### src/rtl/alu_seq.sv
// -----------------------------------------------------------------------------
// alu_seq -- registered, parametrised EX-stage ALU with an iterative multiplier.
//
// Executes AND/OR/ADD/XOR/SLL/SRL/SUB/SRA/SLT/SLTU in one cycle and an unsigned
// WIDTH x WIDTH -> 2*WIDTH multiply in WIDTH shift-add steps. A valid/ready
// handshake lets the EX stage stall while the multiplier is busy.
//
// Parameters
//   WIDTH        operand/result width (power of two, >= 4)
//   SHW          shift-amount width, derived from WIDTH (do not override)
//
// Ports
//   clk          rising-edge clock
//   reset        asynchronous, active-high reset
//   in_valid     operation request
//   in_ready     block can accept an operation this cycle (IDLE and not in reset)
//   data1        operand A
//   data2        operand B; data2[SHW-1:0] is the shift amount
//   ALU_control  4-bit opcode
//   out_valid    one-cycle pulse: result registers were just updated
//   ALU_result   result (low product word for MUL)
//   result_hi    high product word for MUL, 0 for every other op
//   zero         ALU_result == 0, updated with out_valid
//   overflow     signed overflow for ADD/SUB, 0 otherwise, updated with out_valid
// -----------------------------------------------------------------------------
module alu_seq #(
  parameter int WIDTH = 8,
  parameter int SHW   = $clog2(WIDTH)
) (
  input  logic             clk,
  input  logic             reset,
  input  logic             in_valid,
  output logic             in_ready,
  input  logic [WIDTH-1:0] data1,
  input  logic [WIDTH-1:0] data2,
  input  logic [3:0]       ALU_control,
  output logic             out_valid,
  output logic [WIDTH-1:0] ALU_result,
  output logic [WIDTH-1:0] result_hi,
  output logic             zero,
  output logic             overflow
);

  typedef enum logic [3:0] {
    OP_AND  = 4'b0000,
    OP_OR   = 4'b0001,
    OP_ADD  = 4'b0010,
    OP_XOR  = 4'b0011,
    OP_SLL  = 4'b0100,
    OP_SRL  = 4'b0101,
    OP_SUB  = 4'b0110,
    OP_SRA  = 4'b0111,
    OP_SLT  = 4'b1000,
    OP_SLTU = 4'b1001,
    OP_MUL  = 4'b1010
  } op_e;

  typedef enum logic {
    S_IDLE,
    S_MUL
  } state_e;

  // ---------------------------------------------------------------------------
  // State
  // ---------------------------------------------------------------------------
  state_e           state_q, state_d;
  logic [SHW-1:0]   cnt_q, cnt_d;          // multiply step index, 0..WIDTH-1
  logic [WIDTH-1:0] mcand_q, mcand_d;      // latched multiplicand (data1)
  logic [WIDTH-1:0] prod_hi_q, prod_hi_d;  // partial-product accumulator
  logic [WIDTH-1:0] prod_lo_q, prod_lo_d;  // multiplier, shifted out as product low bits
  logic [WIDTH-1:0] res_q, res_d;
  logic [WIDTH-1:0] hi_q, hi_d;
  logic             zero_q, zero_d;
  logic             ovf_q, ovf_d;
  logic             valid_q, valid_d;

  op_e              op;
  logic             accept;
  logic             mul_last;

  assign op       = op_e'(ALU_control);
  assign in_ready = !reset && (state_q == S_IDLE);
  assign accept   = in_valid && in_ready;
  assign mul_last = (cnt_q == SHW'(WIDTH - 1));

  // ---------------------------------------------------------------------------
  // Single-cycle datapath
  // ---------------------------------------------------------------------------
  logic [WIDTH-1:0] sum, diff;
  logic [SHW-1:0]   shamt;
  logic [WIDTH-1:0] alu_res;
  logic             alu_ovf;

  assign sum   = data1 + data2;
  assign diff  = data1 - data2;
  assign shamt = data2[SHW-1:0];

  always_comb begin
    // NOTE: every combinational output gets a default before the case so no
    // path through the block leaves it unassigned (which would infer a latch).
    alu_res = '0;
    alu_ovf = 1'b0;
    case (op)
      OP_AND:  alu_res = data1 & data2;
      OP_OR:   alu_res = data1 | data2;
      OP_XOR:  alu_res = data1 ^ data2;
      OP_ADD: begin
        alu_res = sum;
        // Same-sign operands producing a result of the other sign.
        alu_ovf = (data1[WIDTH-1] == data2[WIDTH-1]) &&
                  (sum[WIDTH-1]   != data1[WIDTH-1]);
      end
      OP_SUB: begin
        alu_res = diff;
        // Opposite-sign operands with the result sign flipped away from A.
        alu_ovf = (data1[WIDTH-1] != data2[WIDTH-1]) &&
                  (diff[WIDTH-1]  != data1[WIDTH-1]);
      end
      OP_SLL:  alu_res = data1 << shamt;
      OP_SRL:  alu_res = data1 >> shamt;
      OP_SRA:  alu_res = $signed(data1) >>> shamt;
      OP_SLT:  alu_res = {{(WIDTH-1){1'b0}}, ($signed(data1) < $signed(data2))};
      OP_SLTU: alu_res = {{(WIDTH-1){1'b0}}, (data1 < data2)};
      default: begin
        // MUL is handled by the FSM; unused codes give 0.
        alu_res = '0;
        alu_ovf = 1'b0;
      end
    endcase
  end

  // ---------------------------------------------------------------------------
  // Multiply step: conditionally add the multiplicand into the high half, then
  // shift {carry, hi, lo} right by one. After WIDTH steps {hi, lo} is A*B.
  // ---------------------------------------------------------------------------
  logic [WIDTH:0]   mul_sum;
  logic [2*WIDTH:0] mul_shift;
  logic [WIDTH-1:0] step_hi, step_lo;

  assign mul_sum = {1'b0, prod_hi_q} + {1'b0, mcand_q};

  always_comb begin
    mul_shift = {1'b0, prod_hi_q, prod_lo_q};
    if (prod_lo_q[0]) begin
      mul_shift = {mul_sum, prod_lo_q};
    end
  end

  assign step_hi = mul_shift[2*WIDTH:WIDTH+1];
  assign step_lo = mul_shift[WIDTH:1];

  // ---------------------------------------------------------------------------
  // Next-state logic
  // ---------------------------------------------------------------------------
  always_comb begin
    state_d   = state_q;
    cnt_d     = cnt_q;
    mcand_d   = mcand_q;
    prod_hi_d = prod_hi_q;
    prod_lo_d = prod_lo_q;
    res_d     = res_q;
    hi_d      = hi_q;
    zero_d    = zero_q;
    ovf_d     = ovf_q;
    valid_d   = 1'b0;

    case (state_q)
      S_IDLE: begin
        if (accept) begin
          if (op == OP_MUL) begin
            mcand_d   = data1;
            prod_hi_d = '0;
            prod_lo_d = data2;
            cnt_d     = '0;
            state_d   = S_MUL;
          end else begin
            res_d   = alu_res;
            hi_d    = '0;
            zero_d  = (alu_res == '0);
            ovf_d   = alu_ovf;
            valid_d = 1'b1;
          end
        end
      end

      S_MUL: begin
        prod_hi_d = step_hi;
        prod_lo_d = step_lo;
        if (mul_last) begin
          // Counter stays at WIDTH-1; it is cleared again on the next accept.
          res_d   = step_lo;
          hi_d    = step_hi;
          zero_d  = (step_lo == '0);
          ovf_d   = 1'b0;
          valid_d = 1'b1;
          state_d = S_IDLE;
        end else begin
          cnt_d = cnt_q + SHW'(1);
        end
      end

      default: state_d = S_IDLE;
    endcase
  end

  // ---------------------------------------------------------------------------
  // Registers
  // ---------------------------------------------------------------------------
  always_ff @(posedge clk or posedge reset) begin
    if (reset) begin
      state_q   <= S_IDLE;
      cnt_q     <= '0;
      // NOTE: the operand and accumulator registers are reset too, so an
      // aborted multiply never leaves stale or X state behind.
      mcand_q   <= '0;
      prod_hi_q <= '0;
      prod_lo_q <= '0;
      res_q     <= '0;
      hi_q      <= '0;
      zero_q    <= 1'b0;
      ovf_q     <= 1'b0;
      valid_q   <= 1'b0;
    end else begin
      // NOTE: non-blocking assignments so every register samples the values
      // from before this edge, independent of statement order.
      state_q   <= state_d;
      cnt_q     <= cnt_d;
      mcand_q   <= mcand_d;
      prod_hi_q <= prod_hi_d;
      prod_lo_q <= prod_lo_d;
      res_q     <= res_d;
      hi_q      <= hi_d;
      zero_q    <= zero_d;
      ovf_q     <= ovf_d;
      valid_q   <= valid_d;
    end
  end

  assign out_valid  = valid_q;
  assign ALU_result = res_q;
  assign result_hi  = hi_q;
  assign zero       = zero_q;
  assign overflow   = ovf_q;

endmodule

### config.mk
export PLATFORM = sky130hd
export DESIGN_NAME = alu_seq
export DESIGN_NICKNAME = d
export VERILOG_FILES = /design/src/rtl/alu_seq.sv
export SDC_FILE = /design/constraint.sdc
export NUM_CORES = 1
export LEC_CHECK = 0
export BUFFER_PORTS_ARGS = -buffer_cell sky130_fd_sc_hd__buf_4
export CORE_ASPECT_RATIO = 1.25
export CORE_MARGIN = 1
export CORE_UTILIZATION = 35
export CTS_BUF_LIST = sky130_fd_sc_hd__clkbuf_2
export DETAILED_ROUTE_END_ITERATION = 10
export GPL_TIMING_DRIVEN = 0
export HOLD_SLACK_MARGIN = 0.03
export MAX_ROUTING_LAYER = met4
export PLACE_DENSITY = 0.54
export SLEW_MARGIN = 20
export SYNTH_ARGS = -nofsm -noshare
export SYNTH_HDL_FRONTEND = slang
export SYNTH_SLANG_ARGS = --single-unit
export TNS_END_PERCENT = 5
### constraint.sdc
create_clock -name clk -period 2.3 [get_ports clk]
set_input_delay 0.115 -clock clk [delete_from_list [all_inputs] [get_ports clk]]
set_output_delay 0.115 -clock clk [all_outputs]
set_load 0.005 [all_outputs]
==> summary.md <==
| Metric | Value |
|---|---|
| Outcome | finished, final reports clean |
| Maximum clock rate | 0.451 GHz |
| Vert. Die Dim | 122 um |
| Worst-skew pair later-pin latency | around 440 ps |
| Final Util | about 44% |
| Die Footprint | roughly 0.012 mm^2 |
| First-pass GRT wire length | 20.2 mm |
| Sum Neg Setup Slack | 0 ps |
| Crit path cell chain | ha_1 -> a21o_1 -> a21oi_1 -> o21ai_0 -> a2111oi_1 -> nor3_1 -> xnor2_1 -> o21ai_0 |
| Ratio of cells with drive above 1 in the final layout | 21.7% |
| Die width | 98.4 um |
| Initial antenna violation count | 0 |
| Ports | 43 |
| Initial DRC count | 259 |
| Post-synthesis simple-gate area fraction | 18.7% |
| Final Setup Violations | 0 |
| Sequential share of the synthesized area | 29.0% |
| P per Cell Area | 732 mW/mm^2 |
| Port-buffer cells | between 40 and 50 |
| Num CTS Buffers | 5 |
| Worst EP required | 2660 ps |
| Syn nets | 528 |
| Seq cells post-synth | 47 |
| Top Family by Delay on Critical Path | compound AO/OA/AOI/OAI gates |
| Maximum fanout along the worst path | 4 |
| Final nets | 595 |
| N_diodes | 0 |
| Tmin final | approximately 2200 ps |
| WL/cell | 18.9 um |
| Synth top cells by count | 64 x nand2_1, 47 x dfrtp_1, 36 x ha_1, 30 x nor2_1 |
| Final Total Pwr | 3.58 mW |
| Top-area cell type share of the netlist area | 29.0% |
| Synth top area cells | dfrtp_1 29%, ha_1 11%, nand2_1 5.9%, mux2i_1 4.4%, o21ai_0 3.5% |
| Clock Sinks | 47 |
| Leading area contributor after synthesis | dfrtp_1 |
| Worst relative slew slack | between 30 and 40% |
| Largest net degree at the start of global routing | 26 |
| Hold Violations, Final | 0 |
| CTS Root Cell | clkbuf_2 |
| Adder-Cell Fraction of Synth Area | approximately an eighth |
| Leading register cell type out of synthesis | dfrtp_1 |
| Actual slew at the worst max-slew pin | ~1000 ps |
| Tot GR Track Use | about 22% |
| Core Region | 0.0112 mm^2 |
| Initial Utilization | 36.3% |
| WL final | 12.7 mm |
| H-tree depth | 2 |
| Synth unique cells | 78 |
| Vias | 3745 |
| RePlAce Congestion | around 0.93 |
| Via density | 5.60 |
| TritonCTS clock tree | done |
| First drt pass iteration count | 7 |
| DRC viols | 0 |
| Grt total ovfl | 0 |
| Tcrit/Tclk final | between 90% and 100% |
| Reg clk slew, reported paths | 250 ps |
| Buf/Inv on CP | 0 |
| Mux cell area share after synthesis | 8.32% |
| Clk_skew | 13.1 ps |
| Synth Warn # | 0 |
| Setup Crit Path Kind | reg -> reg |
| Maximum vdd ir drop | between 0.0003 and 0.0004 V |
| Critical Path Sink Type | register |
| Max Cap Violations | 0 |
| Largest stage delay, worst path | 470 ps |
| Clk buf depth | 2 |
| Top cell by count, worst path | o21ai_0 |
| Fill count | around 1.2k |
| Compound-gate portion of the synthesized area | 22.6% |
| Std cell rows | between 40 and 50 |
| Final Max Slew Viols | 0 |
| Syn avg cell area | 8.72 um^2 |
| Leak Pwr | between 2 and 2.5 nW |
| Detailed Place HPWL | 10.1 mm |
| FFs w/ async S/R, synth | 100% |
| Crit start category | register |
| Slowest-stage cell, CP | dfrtp_1 |
| Post-Syn Instances | 466 |
| Unrepaired setup endpoints after global routing | yes |
| Register area | 0.00118 mm^2 |
| Number of flops mapped to enable cells by yosys | 0 |
| Largest family of logic cells by synthesized area | compound AO/OA/AOI/OAI gates |
| Hold Path Class | in -> reg |
| Area of the multi-input gates | around 0.0027 mm^2 |
| Number of global-route vias before repair | 3713 |
| Area growth from synthesis to layout | 20.3% |
| Post-Syn Area | 0.00406 mm^2 |
| Critical path arrival | roughly 2600 ps |
| Most common cell in the netlist | nand2_1 |
| Synth Area in XOR/XNOR | 2.16% |
| Antenna Violating Nets Remaining | 0 |
==> worst paths after layout <==
check / start / end / slack [ps] / cells after the start
worst max-delay path: prod_hi_q[1] / prod_hi_q[6] / 80 / 8
worst min-delay path: data1[6] / mcand_q[6] / 70 / 3
worst max register to register: prod_hi_q[1] / prod_hi_q[6] / 80 / 8
worst min register to register: result_hi[1] / result_hi[1] / 500 / 2
max in group asynchronous: reset / prod_lo_q[3] / 1510 / 4
min in group asynchronous: reset / result_hi[2] / 270 / 3
==> report_power, final <==
part | leakage (nW) | total, mW | internal, mW | switching, mW
sequential | 0.610 | 1.34 | 1.11 | 0.237
clock | 0.0532 | 0.579 | 0.297 | 0.282
combinational | 1.64 | 1.65 | 0.772 | 0.883
==> timing repair <==
item,CTS,global route
endpoints found under the setup margin,17,7
setup buffers,0,8
hold endpoints to repair,32,1
gates resized for setup,7,17
pin swaps,0,5
hold buffers,9,1
==> flip-flops by register name (all words and copies together) (netlist names) <==
signal and flops:
cnt_q 3, prod_hi_q 8, zero 1, mcand_q 8, ALU_result 8, overflow 1, prod_lo_q 8, state_q 1
out_valid 1, result_hi 8
==> logic make-up (layout without fill, tap and decap cells) <==
| family | count (synthesis) | after routing |
|---|---|---|
| mux | 27 | 27 |
| simple gates | 158 | 158 |
| compound gates | 128 | 128 |
| flops | 47 | 47 |
| fa+ha+maj | 39 | 39 |
| xor+xnor | 10 | 10 |
| buf+inv | 57 | 125 |
==> stage by stage <==
stage	area (um^2)	hold WS (ps)	setup slack, ps	std cells
finish	4890	72.2	81.5	669
global route	4890	35.4	-4.99	669
CTS	4770	46.1	12.9	660
detailed placement	4580	230	-488	644
global placement	4550	362	-547	643
floorplan	4070	232	19.6	466
==> worst register-to-register path: cells and delay by family, from the launching register on <==
kind / cells / cell delay (ps)
AOI/OAI and AO/OA: 5 / 1050
xor gates and xnor gates: 1 / 210
and+or+nand+nor: 1 / 130
DFF: 1 / 470
adders and majority gates: 1 / 280
==> area by class of cell <==
| class | instances | share of cell area [%] |
|---|---|---|
| sequential | 47 | 24.1 |
| tap | 135 | 3.46 |
| clock inverter | 2 | 1.23 |
| clock buffer | 6 | 0.614 |
| inverter | 33 | 2.69 |
| multi-input combinational | 362 | 54.6 |
| timing repair buffer | 61 | 10.3 |
| buffer | 23 | 3.07 |
==> routing by layer <==
metal	vias to the layer above	routed length, um	GRT usage, %
met4	0	495	10.7
met5	-	0	-
li1	1824	-	-
met2	118	6310	38.1
met1	1771	5440	26.9
met3	32	428	2.22
==> placed cells by master, fill, tap and decap left out, drive strengths merged, types with 5 or more instances in the layout <==
master        n
a21o          7
a21oi        14
a221oi        5
a22oi        12
a32oi         7
buf          62
clkbuf       18
dfrtp        47
dlygate4sd3  10
ha           36
inv          32
mux2          5
mux2i        18
nand2        66
nand2b        5
nand3        15
nor2         32
nor2b         9
nor3         10
o211ai        7
o21ai        31
o31ai         5
xnor2         9
(Power assumes the default switching activity.)
